File: config.mk
export PLATFORM = sky130hd
export DESIGN_NAME = tower_stack_engine
export DESIGN_NICKNAME = d
export VERILOG_FILES = /design/src/rtl/tower_stack_engine.sv
export SDC_FILE = /design/constraint.sdc
export NUM_CORES = 1
export LEC_CHECK = 0
export ABC_AREA = 1
export CAP_MARGIN = 30
export CORE_MARGIN = 2
export CORE_UTILIZATION = 35
export DETAILED_ROUTE_END_ITERATION = 16
export PLACE_DENSITY_LB_ADDON = 0.05
export SLEW_MARGIN = 20
export SYNTH_ARGS = -nofsm -noshare
export SYNTH_HDL_FRONTEND = slang
export SYNTH_SLANG_ARGS = --single-unit
File: constraint.sdc
create_clock -name clk -period 4.4 [get_ports clk]
set_clock_uncertainty 0.2 [all_clocks]
set_input_delay 0.44 -clock clk [delete_from_list [all_inputs] [get_ports clk]]
set_output_delay 0.44 -clock clk [all_outputs]
set_load 0.02 [all_outputs]
File: src/rtl/tower_stack_engine.sv
// tower_stack_engine
//
// Gameplay engine for the stacking game. The active block slides left/right
// one pixel per motion tick and bounces off both walls. A drop pulse places
// it, and it is trimmed to the overlap with the block below. A miss costs a
// chance. The engine tracks row, score, remaining chances and game status,
// and drives the VGA renderer and HUD.
//
// Optional feature macro: SPEED_RAMP_EN
//   defined   : step period = max(TICK_DIV - score*TICK_STEP, TICK_MIN), sampled at spawn
//   undefined : step period fixed at TICK_DIV (TICK_STEP/TICK_MIN unused)
//
// Ports:
//   clk          in   system clock
//   resetn       in   asynchronous active-low reset
//   start        in   one-cycle pulse: begin/restart game (honoured in idle/won/lost)
//   drop         in   one-cycle pulse: place block (honoured while moving)
//   x            out  left edge of moving block
//   prev_x       out  left edge of last placed block
//   width        out  current block width
//   y            out  top y of moving block
//   sync         out  one-cycle pulse per motion step
//   bypass_erase out  one-cycle pulse on row commit
//   overlap      out  last placement overlapped
//   score        out  rows placed, saturates at 15
//   chances      out  remaining misses
//   game_status  out  00 idle, 01 playing, 10 won, 11 lost
module tower_stack_engine #(
    parameter int unsigned SCREEN_W  = 160,
    parameter int unsigned X_W       = 8,
    parameter int unsigned Y_W       = 7,
    parameter int unsigned BLOCK_W   = 40,
    parameter int unsigned ROW_H     = 4,
    parameter int unsigned Y_BASE    = 116,
    parameter int unsigned ROWS      = 15,
    parameter int unsigned CHANCES   = 3,
    parameter int unsigned TICK_DIV  = 833333,
    parameter int unsigned TICK_STEP = 50000,
    parameter int unsigned TICK_MIN  = 200000
) (
    input  logic           clk,
    input  logic           resetn,
    input  logic           start,
    input  logic           drop,
    output logic [X_W-1:0] x,
    output logic [X_W-1:0] prev_x,
    output logic [X_W-1:0] width,
    output logic [Y_W-1:0] y,
    output logic           sync,
    output logic           bypass_erase,
    output logic           overlap,
    output logic [3:0]     score,
    output logic [3:0]     chances,
    output logic [1:0]     game_status
);

    typedef enum logic [2:0] {
        StIdle,
        StSpawn,
        StMove,
        StPlace,
        StCheck,
        StWin,
        StLose
    } state_e;

    localparam logic [X_W-1:0] XOne      = X_W'(1);
    localparam logic [X_W-1:0] ScreenW   = X_W'(SCREEN_W);
    localparam logic [X_W-1:0] PrevXRst  = X_W'((SCREEN_W - BLOCK_W) / 2);
    localparam logic [X_W-1:0] WidthRst  = X_W'(BLOCK_W);
    localparam logic [Y_W-1:0] YRst      = Y_W'(Y_BASE - ROW_H);
    localparam logic [Y_W-1:0] RowH      = Y_W'(ROW_H);
    localparam logic [3:0]     ChanceRst = 4'(CHANCES);
    localparam logic [3:0]     RowsWin   = 4'(ROWS);

    state_e         state_q, state_d;
    logic           dir_q, dir_d;          // 1: moving right
    logic [X_W-1:0] x_q, x_d;
    logic [X_W-1:0] prev_x_q, prev_x_d;
    logic [X_W-1:0] width_q, width_d;
    logic [Y_W-1:0] y_q, y_d;
    logic [3:0]     score_q, score_d;
    logic [3:0]     chances_q, chances_d;
    logic           overlap_q, overlap_d;
    logic           sync_q, sync_d;
    logic           bypass_q, bypass_d;
    logic [X_W:0]   lo_q, lo_d;
    logic [X_W:0]   hi_q, hi_d;
    logic [31:0]    cnt_q, cnt_d;
    logic           restart_q, restart_d;  // restart requested from won/lost
    logic [31:0]    period;

    //------------------------------------------------------------------
    // Step period
    //------------------------------------------------------------------
`ifdef SPEED_RAMP_EN
    logic signed [63:0] ramp_raw;
    logic [31:0]        ramp_period;
    logic [31:0]        period_q, period_d;

    always_comb begin
        ramp_raw = $signed(64'(TICK_DIV)) - $signed(64'(score_q)) * $signed(64'(TICK_STEP));
        ramp_period = (ramp_raw < $signed(64'(TICK_MIN))) ? 32'(TICK_MIN) : ramp_raw[31:0];
    end

    always_comb begin
        period_d = period_q;
        if (state_q == StIdle) begin
            period_d = 32'(TICK_DIV);
        end else if (state_q == StSpawn) begin
            period_d = ramp_period;
        end
    end

    always_ff @(posedge clk or negedge resetn) begin
        if (!resetn) begin
            period_q <= 32'(TICK_DIV);
        end else begin
            period_q <= period_d;
        end
    end

    assign period = period_q;
`else
    logic unused_ramp_cfg;
    assign unused_ramp_cfg = ^{32'(TICK_STEP), 32'(TICK_MIN)};
    assign period = 32'(TICK_DIV);
`endif

    logic tick;
    assign tick = (cnt_q == period - 32'd1);

    //------------------------------------------------------------------
    // Motion step with wall bounce
    //------------------------------------------------------------------
    logic [X_W-1:0] x_max;
    logic [X_W-1:0] step_x;
    logic           step_dir;

    always_comb begin
        x_max    = ScreenW - width_q;
        step_x   = x_q;
        step_dir = dir_q;
        // A full-width block has nowhere to go.
        if (x_max != '0) begin
            if (x_q == '0) begin
                step_dir = 1'b1;
                step_x   = x_q + XOne;
            end else if (x_q >= x_max) begin
                step_dir = 1'b0;
                step_x   = x_q - XOne;
            end else if (dir_q) begin
                step_x = x_q + XOne;
            end else begin
                step_x = x_q - XOne;
            end
        end
    end

    //------------------------------------------------------------------
    // Overlap window, one bit wider than the x bus so x+width cannot wrap.
    // The placed block below always has the current width: width only
    // changes on a successful placement, which also makes it the new base.
    //------------------------------------------------------------------
    logic [X_W:0] x_lo, x_hi, p_lo, p_hi, win_lo, win_hi;

    always_comb begin
        x_lo   = {1'b0, x_q};
        x_hi   = x_lo + {1'b0, width_q};
        p_lo   = {1'b0, prev_x_q};
        p_hi   = p_lo + {1'b0, width_q};
        win_lo = (x_lo > p_lo) ? x_lo : p_lo;
        win_hi = (x_hi < p_hi) ? x_hi : p_hi;
    end

    logic [3:0] score_inc;
    assign score_inc = (score_q == 4'hF) ? 4'hF : score_q + 4'd1;

    //------------------------------------------------------------------
    // Next-state logic
    //------------------------------------------------------------------
    logic reinit;

    always_comb begin
        state_d   = state_q;
        dir_d     = dir_q;
        x_d       = x_q;
        prev_x_d  = prev_x_q;
        width_d   = width_q;
        y_d       = y_q;
        score_d   = score_q;
        chances_d = chances_q;
        overlap_d = overlap_q;
        sync_d    = 1'b0;
        bypass_d  = 1'b0;
        lo_d      = lo_q;
        hi_d      = hi_q;
        cnt_d     = '0;
        restart_d = restart_q;
        reinit    = 1'b0;

        unique case (state_q)
            StIdle: begin
                reinit = 1'b1;
                if (start || restart_q) begin
                    state_d   = StSpawn;
                    restart_d = 1'b0;
                end
            end
            StSpawn: begin
                x_d     = '0;
                dir_d   = 1'b1;
                state_d = StMove;
            end
            StMove: begin
                // Drop has priority over a coincident tick.
                if (drop) begin
                    state_d = StPlace;
                end else if (tick) begin
                    sync_d = 1'b1;
                    x_d    = step_x;
                    dir_d  = step_dir;
                end else begin
                    cnt_d = cnt_q + 32'd1;
                end
            end
            StPlace: begin
                lo_d      = win_lo;
                hi_d      = win_hi;
                overlap_d = (win_hi > win_lo);
                state_d   = StCheck;
            end
            StCheck: begin
                if (overlap_q) begin
                    width_d  = X_W'(hi_q - lo_q);
                    prev_x_d = lo_q[X_W-1:0];
                    x_d      = lo_q[X_W-1:0];
                    y_d      = y_q - RowH;
                    score_d  = score_inc;
                    bypass_d = 1'b1;
                    state_d  = (score_inc == RowsWin) ? StWin : StSpawn;
                end else begin
                    chances_d = chances_q - 4'd1;
                    state_d   = (chances_q == 4'd1) ? StLose : StSpawn;
                end
            end
            StWin, StLose: begin
                if (start) begin
                    reinit    = 1'b1;
                    restart_d = 1'b1;
                    state_d   = StIdle;
                end
            end
            default: begin
                state_d = StIdle;
            end
        endcase

        if (reinit) begin
            dir_d     = 1'b1;
            x_d       = '0;
            prev_x_d  = PrevXRst;
            width_d   = WidthRst;
            y_d       = YRst;
            score_d   = '0;
            chances_d = ChanceRst;
            overlap_d = 1'b0;
            lo_d      = '0;
            hi_d      = '0;
        end
    end

    //------------------------------------------------------------------
    // State registers
    //------------------------------------------------------------------
    always_ff @(posedge clk or negedge resetn) begin
        if (!resetn) begin
            state_q   <= StIdle;
            dir_q     <= 1'b1;
            x_q       <= '0;
            prev_x_q  <= PrevXRst;
            width_q   <= WidthRst;
            y_q       <= YRst;
            score_q   <= '0;
            chances_q <= ChanceRst;
            overlap_q <= 1'b0;
            sync_q    <= 1'b0;
            bypass_q  <= 1'b0;
            lo_q      <= '0;
            hi_q      <= '0;
            cnt_q     <= '0;
            restart_q <= 1'b0;
        end else begin
            state_q   <= state_d;
            dir_q     <= dir_d;
            x_q       <= x_d;
            prev_x_q  <= prev_x_d;
            width_q   <= width_d;
            y_q       <= y_d;
            score_q   <= score_d;
            chances_q <= chances_d;
            overlap_q <= overlap_d;
            sync_q    <= sync_d;
            bypass_q  <= bypass_d;
            lo_q      <= lo_d;
            hi_q      <= hi_d;
            cnt_q     <= cnt_d;
            restart_q <= restart_d;
        end
    end

    //------------------------------------------------------------------
    // Outputs
    //------------------------------------------------------------------
    always_comb begin
        unique case (state_q)
            StIdle:  game_status = 2'b00;
            StWin:   game_status = 2'b10;
            StLose:  game_status = 2'b11;
            default: game_status = 2'b01;
        endcase
    end

    assign x            = x_q;
    assign prev_x       = prev_x_q;
    assign width        = width_q;
    assign y            = y_q;
    assign sync         = sync_q;
    assign bypass_erase = bypass_q;
    assign overlap      = overlap_q;
    assign score        = score_q;
    assign chances      = chances_q;

endmodule
# Word level (Yosys, flattened, before mapping)
# Index checks and enable logic that the tools add are counted.
[op_classes] n_addsub=10 n_lt_le_gt_ge=4 eq_ne=19 muxes=60 n_reduce_logical=17
[ops] operator="$mux 8" n=18
[ops] operator="$mux 32" n=3
[ops] operator="$add 32x1->32 const B" n=1
[ops] operator="$eq 32x20->1 const B" n=1
[ops] operator="$mux 4" n=7
[ops] operator="$pmux 8 s3" n=1
[ops] operator="$mux 7" n=3
[ops] operator="$add 8x8->9" n=2
[ops] operator="$mux 3" n=6
[ops] operator="$pmux 3 s6" n=1
[ops] operator="$mux 1" n=16
[ops] operator="$ne 3x3->1 const B" n=4
[ops] operator="$reduce_and 5->1" n=2
[ops] operator="$eq 3x3->1 const B" n=3
[ops] operator="$gt 9x8->1" n=1
[ops] operator="$lt 9x9->1" n=1
[ops] operator="$mux 9" n=1
[ops] operator="$add 8x1->8 const B" n=1
[ops] operator="$eq 4x4->1 const B" n=2
[ops] operator="$ge 8x8->1" n=1
[ops] operator="$gt 8x8->1" n=1
[ops] operator="$logic_not 8->1" n=1
[ops] operator="$reduce_bool 2->1" n=4
[ops] operator="$reduce_bool 8->1" n=1
[ops] operator="other kinds (21)" n=28
[totals] register_bits=95 input_bits=4 output_inout_bits=44

# Depth between registers and ports, before layout
# Gate-level depths: netlist (run 1).
[depth] ltp_word=9 mapped_depth=33

# Worst setup path before layout (run 1)
# OpenSTA, ideal clock, no wires.
[synth_timing] path_type="reg-to-reg" from="reg width_q[0], in the netlist width[0]" to="reg overlap_q, in the netlist overlap" setup_time_ns=0.113 arrival_time_ns=3.915 path_slack_ns=0.172 stages_incl_launch_ff=32 cell_sequence="dfrtp_1 > ha_1 > fa_1 > nand3_1 > nand2_1 > nand2_1 > nand2_1 > nand2_1 > nand2_1 > or2_2 > nand2_1 > inv_1 > ha_1 > a21oi_1 > o21ai_0 > nor2_1 > nand3_1 > clkbuf_1 > o21ai_0 > inv_1 > ha_1 > nand2_1 > o21bai_1 > nand2_1 > o21ai_0 > nand2_1 > nand2_1 > nand2_1 > nand2_1 > nand3_1 > nand2_1 > inv_1"
[synth_via] elab_chain_cells=6 word_cells_on_any_way=7 classes_between="add/sub (2); order compare (2); mux (3)"
[synth_lines] element="start: declaration" line="80" rtl="logic [X_W-1:0] width_q, width_d;"
[synth_lines] element="start signal: assignment" line="282" rtl="width_q <= WidthRst;"
[synth_lines] element="start signal: assignment" line="298" rtl="width_q <= width_d;"
[synth_lines] element="$add 8x8->9 (on tied branches)" line="169, 171"
[synth_lines] element="$lt 9x9->1" line="173" rtl="win_hi = (x_hi < p_hi) ? x_hi : p_hi;"
[synth_lines] element="$mux 9 *" line="173"
[synth_lines] element="$gt 9x8->1 *" line="230" rtl="overlap_d = (win_hi > win_lo);"
[synth_lines] element="$mux 1 *" line="202" rtl="unique case (state_q)"
[synth_lines] element="$mux 1 *" line="259" rtl="if (reinit) begin"
[synth_lines] element="end signal: assignment" line="302" rtl="overlap_q <= overlap_d;"
[synth_lines] element="end: declaration" line="84" rtl="logic overlap_q, overlap_d;"
# Every way passes the cells marked *; elsewhere a longest branch is shown, timed or not. The select of a mux whose other input is x is not followed.
# A chain may end at the register's enable or synchronous reset.

# Worst setup path in the final report (run 1)
# Ends and elaborated chain as after synthesis.

==> impl_results.md, run 1 <==
- Initial Utilization: 35.97%
- First-pass GRT wire length: ~35 mm
- CTS H-tree lvls: 3
- Slew headroom: 50.77%
- Ys flop type: dfrtp_1
- Synthesized cell area: 0.007047 mm^2
- Top Ports: 48
- Area leader, netlist: dfrtp_1
- Gr ovfl total: 0
- Die width: between 100 and 150 um
- Residual DRC count: 0
- CP most frequent cell: nand2_1
- CP endpoint kind: register
- Die ar.: 0.02128 mm^2
- Skew-Pair Late Insertion Delay: 0.37 ns
- Die Y-Extent: 145.9 um
- Number of global-route vias before repair: 6,146
- Antenna Cells: 0
- Fmax: about 240 MHz
- Slew @ Worst Pin: 0.7377 ns
- Final core utilization: 43.39%
- Most frequent cells in the layout: nand2_1 (249), inv_1 (129), dfrtp_1 (80)
- Post-synth ARST share: 100.0%
- Setup-failing EPs final: 0
- TritonCTS clock tree: yes
- MaxCap Viol Count: 0
- Post-synthesis register bit count: 93
- Worst r2r path cells: 32
- Netlist cell types: 46
- Post-DP HPWL: 17.12 mm
- DRT Wirelength: 22.05 mm
- Core region area: 0.01959 mm^2
- Clock-pin slew on the worst setup and hold paths: 0.08 ns
- Synth Warn #: 0
- Gate Count Post-Synth: 975
- Slowest stage delay, CP: 0.43 ns
- Startpoint types: register
- Post-DR wirelength/cell: around 17 um
- Max Transition Viols Final: 0
- Total CTS buffers: 9
- Gpl congestion: 0.8543
- Layout net count: between 1,000 and 1,500
- Row Count: just over 50
- I/O Buffers: between 40 and 50
- Worst EP arrival: 4.15 ns
- Synth top area share: around 29%
- RR Endpoint: overlap
- Kind of critical path: register to register
- CTS Sinks: between 90 and 100
- Seq/Total Area, Yosys: approximately a third
- Pin count of the biggest net entering global routing: 67
- Global Route Usage Sum: a little over a fifth
- R2R Path Start: width[0]
- R2R Setup Slk: 0.31 ns
- Worst hold endpoint: cnt_q[0]
- Initial DRC count: 450
- Synth area leaders: dfrtp_1 (29%), nand2_1 (14%), ha_1 (12%)
- CTS max path bufs: 2
- Final period utilization: 92.87%
- Clock Tree Root: clkbuf_16
- Most common cell after layout, fill and taps aside: nand2_1
- Crit path max fanout: 4
- Critical path required time: 4.47 ns
- Post-route ant nets: 0
- Via density: 4.920
- Layout overhead on the synthesized area: 20.61%
- Vias: 6,514
- CP max-delay cell: dfrtp_1
- Final hold violations: 0
- First-pass DRT Iterations: 5
- Count of flip-flops with a built-in enable after synthesis: 0
- Syn avg cell area: around 7.2 um^2
- Ratio of cells with drive above 1 in the final layout: 11.71%
- Worst hold start: cnt_q[0]
- HP Class: register to register
- Hold Path Depth: 1
- Status: finished clean
- Initial antenna violation count: 0
- Final min period: 4.086 ns
[cell usage after synthesis, drive strengths merged (2+ instances only)]
| library cell | n |
|---|---|
| nand2 | 262 |
| inv | 141 |
| nor2 | 87 |
| dfrtp | 81 |
| nand3 | 71 |
| ha | 66 |
| o21ai | 59 |
| a21oi | 49 |
| nor3 | 35 |
| xor2 | 25 |
| nand4 | 19 |
| dfstp | 12 |
| o22ai | 8 |
| xnor2 | 8 |
| buf | 6 |
| a22oi | 5 |
| clkbuf | 5 |
| nand3b | 5 |
| or2 | 5 |
| a21o | 3 |
| and2 | 3 |
| fa | 3 |
| nor4 | 3 |
| o211ai | 3 |
| a211oi | 2 |
| a22o | 2 |
| nor3b | 2 |
| o21bai | 2 |
[logic make-up after synthesis]
kind of cell | Yosys count | share of synthesized area (%)
and+or+nand+nor | 492 | 31.05
buffers and inverters | 152 | 8.310
AOI/OAI and AO/OA | 135 | 10.67
DFF | 93 | 33.24
adders and majority gates | 69 | 12.57
xor gates and xnor gates | 33 | 4.102
other | 1 | 0.05322
[worst max path at each step]
stage,start,end,slack (ns),cells after the start
finish,width[0],overlap,0.31,32
global route,width[0],overlap,-0.0002,34
CTS,width[0],overlap,0.05,31
detailed placement,width[0],overlap,-0.08,30
global placement,width[0],overlap,0.06,30
floorplan,width[0],overlap,0.17,31
[flip-flops by register name, summed over array words and instances (netlist names), 3 cells and up]
| register | flops |
|---|---|
| y | 5 |
| chances | 4 |
| lo_q | 8 |
| score | 4 |
| hi_q | 8 |
| prev_x | 8 |
| cnt_q | 32 |
| state_q | 3 |
| width | 8 |
| x | 8 |
[cell type report]
type	count	area, um^2
Clock buffer	11	242.7
Clock inverter	5	33.78
Fill cell	2045	11090
Inverter	141	534.3
Multi-Input combinational cell	731	4288
Sequential cell	93	2344
Tap cell	265	331.6
Timing Repair Buffer	78	725.7
[critical path: cells and delay by family, from the launching register on]
kind,cells,cell delay [ns]
flops,1,0.43
buf+inv,5,0.35
fa+ha+maj,4,0.98
compound gates,5,0.56
simple gates,18,1.46
[repair_timing]
item,4_1_cts,5_1_grt
pin swaps,0,9
gates resized for setup,4,40
hold buffers,0,1
buffers inserted,0,6
cloned,0,0
hold endpoints to repair,0,20
setup endpoints to repair,1,1
[layer usage]
layer / global-route usage, % / routed length, um / vias to the layer above
met2: 31.75 / 9634 / 124
met4: 3.431 / 172 / 0
met1: 32.33 / 11430 / 3033
li1: - / - / 3341
met3: 3.166 / 817 / 16
met5: 0 / 0 / -
[through the flow]
step                        TNS (ns)  area, um^2  hold WS (ns)  instances  setup slack [ns]
after floorplan                    0        7051      -0.05559        976            0.1716
after global placement             0        7964        0.2725       1300           0.05940
after detailed placement    -0.07635        7966        0.2802       1300          -0.07635
after CTS                          0        8248       0.04731       1316           0.04568
after global routing      -0.0002025        8499        0.3020       1324        -0.0002025
final                              0        8499        0.2843       1324            0.3139
Power of run 1 is not shown: default switching activity piles up to over one toggle a cycle in this logic, so the estimate is an artifact.
==> inputs of run 2 (changes only) <==
Settings changed: CELL_PAD_IN_SITES_DETAIL_PLACEMENT set to 0, CELL_PAD_IN_SITES_GLOBAL_PLACEMENT set to 1, RECOVER_POWER set to 50.
==> run 2 against run 1 <==
  * Worst setup slack worse by 0.0093 ns
  * Largest cell class unchanged
  * Non-clock buffer count fell by 6
  * Cell count is 0.45% lower
  * The run now ends with capacitance limit left
==> impl_results.md, run 2 (synthesis results as in run 1) <==
- CP endpoint kind: register (unchanged)
- Critical path required time: 4.45 ns (was 4.47 ns)
- Initial Utilization: 35.97% (unchanged)
- CP max-delay cell: fa_1 (was dfrtp_1)
- Startpoint types: register (unchanged)
- Most flops, register: cnt_q (unchanged)
- Post-route ant nets: 0 (unchanged)
- Ratio of cells with drive above 1 in the final layout: 9.402% (was 11.71%)
- Via density: 4.870 (was 4.920)
- First-pass DRT Iterations: 5 (unchanged)
- Gr ovfl total: 0 (unchanged)
- Final TNS setup: 0 ns (unchanged)
- Worst Setup SP: width[0] (unchanged)
- Total CTS buffers: 9 (unchanged)
- Most frequent cells in the layout: nand2_1 (252), inv_1 (131), nor2_1 (82) (was nand2_1 (249), inv_1 (129), dfrtp_1 (80))
- Most common cell after layout, fill and taps aside: nand2_1 (unchanged)
- Pre-CTS WS: -0.003201 ns (was -0.07635 ns)
- Initial antenna violation count: 0 (unchanged)
- Antenna Cells: 0 (unchanged)
- Slew headroom: 1.166% (was 50.77%)
- Die Y-Extent: 145.9 um (unchanged)
- Fmax: 244.2 MHz (was 244.7 MHz)
- Core region area: 0.01959 mm^2 (unchanged)
- Slowest stage delay, CP: 0.41 ns (was 0.43 ns)
- Slew @ Worst Pin: 1.477 ns (was 0.7377 ns)
- Crit path to: overlap (unchanged)
- Row Count: 51 (unchanged)
- Kind of critical path: register to register (unchanged)
- R2R Setup Slk: 0.30 ns (was 0.31 ns)
- Post-DP HPWL: 17.59 mm (was 17.12 mm)
- Final period utilization: 93.08% (was 92.87%)
- Pin count of the biggest net entering global routing: 53 (was 67)
- Top Ports: 48 (unchanged)
- Gpl congestion: 0.8659 (was 0.8543)
- First-pass GRT wire length: 35.11 mm (was 35.05 mm)
- Vias: 6,419 (was 6,514)
- Die ar.: 0.02128 mm^2 (unchanged)
- DRT Wirelength: 22.29 mm (was 22.05 mm)
- Layout overhead on the synthesized area: 17.86% (was 20.61%)
- Worst r2r path cells: 31 (was 32)
- CTS Sinks: 93 (unchanged)
- Post-DR wirelength/cell: 16.91 um (was 16.66 um)
- Layout net count: 1,121 (was 1,127)
- CP most frequent cell: nand2_1 (unchanged)
- TritonCTS clock tree: yes (unchanged)
- Clock-pin slew on the worst setup and hold paths: 0.07 ns (was 0.08 ns)
- Worst EP arrival: 4.15 ns (about the same)
- Final worst setup slack: 0.3045 ns (was 0.3139 ns)
- RR Endpoint: overlap (unchanged)
- HP Class: register to register (unchanged)
- R2R Path Start: width[0] (unchanged)
- Crit path max fanout: 6 (was 4)
- Skew-Pair Late Insertion Delay: 0.35 ns (was 0.37 ns)
- Max reg flops: 32 (unchanged)
- Clock Tree Root: clkbuf_16 (unchanged)
- Die width: 145.9 um (unchanged)
- MaxCap Viol Count: 1 (was 0)
- Final min period: 4.095 ns (was 4.086 ns)
- Initial DRC count: 316 (was 450)
- Number of global-route vias before repair: 6,307 (was 6,146)
- Global Route Usage Sum: 21.20% (was 21.11%)
- Setup-failing EPs final: 0 (unchanged)
- CTS H-tree lvls: 3 (unchanged)
- Final hold violations: 0 (unchanged)
- Status: finished with violations (was finished clean)
- Max Transition Viols Final: 0 (unchanged)
- Violations in the final reports: capacitance limit
- I/O Buffers: 45 (unchanged)
- Residual DRC count: 0 (unchanged)
- CTS max path bufs: 2 (unchanged)
- Final hold slack: 0.2880 ns (was 0.2843 ns)
## run 2: cell types whose count changed in the layout (fill, tap and decap cells not counted), moves of 3 or more
cell	change
nand2_2	-3
nand2_1	+3
clkbuf_1	+4
nor2_1	+3
o21ai_1	+4
ha_4	-3
buf_4	-7
clkdlybuf4s50_1	-11
dlygate4sd3_1	+11
ha_1	+3
nor2_4	-3
## run 2: timing repair
item / 4_1_cts / 5_1_grt
setup buffers: 0 / 3
pin swaps: 0 / 10
hold buffers: 1 / 0
endpoints found under the setup margin: 1 / 1
resized for setup: 1 / 29
endpoints found under the hold margin: 17 / 0
## run 2: how the worst min path moves through the flow
stage,startpoint,endpoint,cells past startpoint
after floorplan,resetn,bypass_erase,0
after global placement,hi_q[6],hi_q[6],2
after detailed placement,resetn,x[6],1
after CTS,cnt_q[0],cnt_q[0],1
after global routing,cnt_q[0],cnt_q[0],1
final,cnt_q[0],cnt_q[0],1
## run 2: area by class of cell
cell class / count / area [um^2]
timing repair buffer: 72 / 646.9
tap: 265 / 331.6
clock buffer: 12 / 236.5
sequential: 93 / 2342
fill: 2117 / 11280
clock inverter: 4 / 26.28
multi-input combinational: 731 / 4187
inverter: 141 / 535.5
## run 2: critical path, delay by kind of cell, from the launching register on
kind	cells	cell delay, ns
adder cells (fa/ha/maj)	4	1.08
AO/OA/AOI/OAI	5	0.57
AND/OR/NAND/NOR	14	1.11
flip-flops	1	0.36
buffers and inverters	8	0.69
## run 2: layer usage
metal	global-route usage, %	up-vias	wire (um)
met3	3.636	13	778
met1	31.88	2985	11510
met5	0	-	0
met4	4.020	0	225
met2	31.96	88	9780
li1	-	3333	-
## run 2: metrics by stage
stage                     util (%)  area (um^2)  instances
after floorplan                  -         7051        976
after global placement       40.50         7934       1296
after detailed placement     40.68         7969       1298
after CTS                    42.10         8247       1315
after global routing         42.40         8305       1318
final                        42.40         8305       1318
Power of run 2 is left out for the same reason.
==> inputs of run 3 (changes only) <==
Settings changed: RECOVER_POWER 50 to unset, TNS_END_PERCENT set to 20.
==> run 3 against run 2 <==
  * The run now ends clean
  * Cell count stayed put
  * Design area is 0.83% higher
  * Global-route usage stayed put
  * Non-clock buffer count stayed put
  * Register-to-register slack hardly changed
  * Critical endpoint unchanged
  * Highest routed layer unchanged
==> impl_results.md, run 3 (synthesis results as in run 1) <==
- Status: finished clean (was finished with violations)
- Global Route Usage Sum: 21.20% (unchanged)
- Placed Instance Area: 0.007969 mm^2 (unchanged)
- Kind of critical path: register to register (unchanged)
- CP endpoint kind: register (unchanged)
- First-pass GRT wire length: 35.11 mm (unchanged)
- Initial DRC count: 294 (was 316)
- Fmax: 244.3 MHz (was 244.2 MHz)
- Critical path required time: 4.45 ns (about the same)
- CTS H-tree lvls: 3 (unchanged)
- Die ar.: 0.02128 mm^2 (unchanged)
- Most common cell after layout, fill and taps aside: nand2_1 (unchanged)
- Post-DP HPWL: 17.59 mm (unchanged)
- DRT Wirelength: 22.28 mm (was 22.29 mm)
- Ratio of cells with drive above 1 in the final layout: 9.972% (was 9.402%)
- Crit path max fanout: 6 (unchanged)
- I/O Buffers: 45 (unchanged)
- First-pass DRT Iterations: 4 (was 5)
- HP Class: register to register (unchanged)
- Row Count: 51 (unchanged)
- Clock Tree Root: clkbuf_16 (unchanged)
- Post-DR wirelength/cell: 16.91 um (about the same)
- Clock-pin slew on the worst setup and hold paths: 0.07 ns (about the same)
- Layout net count: 1,121 (unchanged)
- Most frequent cells in the layout: nand2_1 (252), inv_1 (131), dfrtp_1 (81) (was nand2_1 (252), inv_1 (131), nor2_1 (82))
- Worst EP arrival: 4.15 ns (about the same)
- Final hold violations: 0 (unchanged)
- Slew headroom: 56.10% (was 1.166%)
- Die Y-Extent: 145.9 um (unchanged)
- Antenna Cells: 0 (unchanged)
- Max reg flops: 32 (unchanged)
- Slowest stage delay, CP: 0.41 ns (about the same)
- Hold Path Depth: 2 (was 1)
- Die width: 145.9 um (unchanged)
- Top Ports: 48 (unchanged)
- Initial antenna violation count: 0 (unchanged)
- Core region area: 0.01959 mm^2 (unchanged)
- Residual DRC count: 0 (unchanged)
- Pin count of the biggest net entering global routing: 53 (unchanged)
- TritonCTS clock tree: yes (unchanged)
- Total CTS buffers: 9 (unchanged)
- Startpoint types: register (unchanged)
- Slew @ Worst Pin: 0.6516 ns (was 1.477 ns)
- Final min period: 4.093 ns (was 4.095 ns)
- Setup-failing EPs final: 0 (unchanged)
- CTS max path bufs: 2 (unchanged)
- Gpl congestion: 0.8659 (unchanged)
- Post-route ant nets: 0 (unchanged)
- Max Transition Viols Final: 0 (unchanged)
- Worst r2r path cells: 31 (unchanged)
- Gr ovfl total: 0 (unchanged)
- Layout overhead on the synthesized area: 18.84% (was 17.86%)
- Initial Utilization: 35.97% (unchanged)
- CP most frequent cell: nand2_1 (unchanged)
- Skew-Pair Late Insertion Delay: 0.35 ns (about the same)
- Most flops, register: cnt_q (unchanged)
- CP max-delay cell: fa_1 (unchanged)
- Final period utilization: 93.03% (was 93.08%)
- CTS Sinks: 93 (unchanged)
- Number of global-route vias before repair: 6,307 (unchanged)
- Final instance area: 0.008374 mm^2 (was 0.008305 mm^2)
- Vias: 6,417 (was 6,419)
- MaxCap Viol Count: 0 (was 1)
- Via density: 4.869 (was 4.870)
run 3: layout make-up:
cell class              instances  area, um^2
well taps                     265       331.6
clock buffers                  12       236.5
clock inverters                 4       26.28
inverters                     141       535.5
fillers                      2106       11220
repair buffers                 72       676.9
flip-flops and latches         93        2342
multi-input cells             731        4225
run 3: what timing repair did:
action / in CTS / in global routing
endpoints found under the hold margin: 17 / 0
setup endpoints to repair: 1 / 1
pin swaps: 0 / 10
hold buffers: 1 / 0
resized for setup: 1 / 29
setup buffers: 0 / 3
run 3: per-stage QoR:
stage	setup TNS, ns	cells	worst slack [ns]	hold slack, ns	util, %
4_1_cts	0	1315	0.04202	0.2900	42.10
3_3_place_gp	0	1296	0.06572	0.2811	40.50
3_5_place_dp	-0.003201	1298	-0.003201	0.1586	40.68
5_1_grt	-0.008481	1318	-0.008481	0.3178	42.75
2_1_floorplan	0	976	0.1716	-0.05559	-
6_report	0	1318	0.3068	0.2895	42.75
run 3: worst paths after layout:
check / startpoint / to / slack [ns]
worst max-delay path: width[0] / overlap / 0.31
worst min-delay path: hi_q[6] / hi_q[6] / 0.29
max in group asynchronous: resetn / dir_q / 3.01
worst min register to register: hi_q[6] / hi_q[6] / 0.29
worst max register to register: width[0] / overlap / 0.31
min in group asynchronous: resetn / x[6] / 0.32
run 3: critical path, delay by kind of cell, from the launching register on:
| kind | cells | cell delay [ns] |
|---|---|---|
| buf+inv | 8 | 0.69 |
| fa+ha+maj | 4 | 1.08 |
| simple gates | 14 | 1.11 |
| flops | 1 | 0.36 |
| compound gates | 5 | 0.56 |
run 3: metal layers:
layer	global-route usage [%]	wire length, um
met1	31.88	11680
met2	31.96	9754
met3	3.636	621
met4	4.020	225
met5	0	0
Power of run 3 is left out for the same reason.
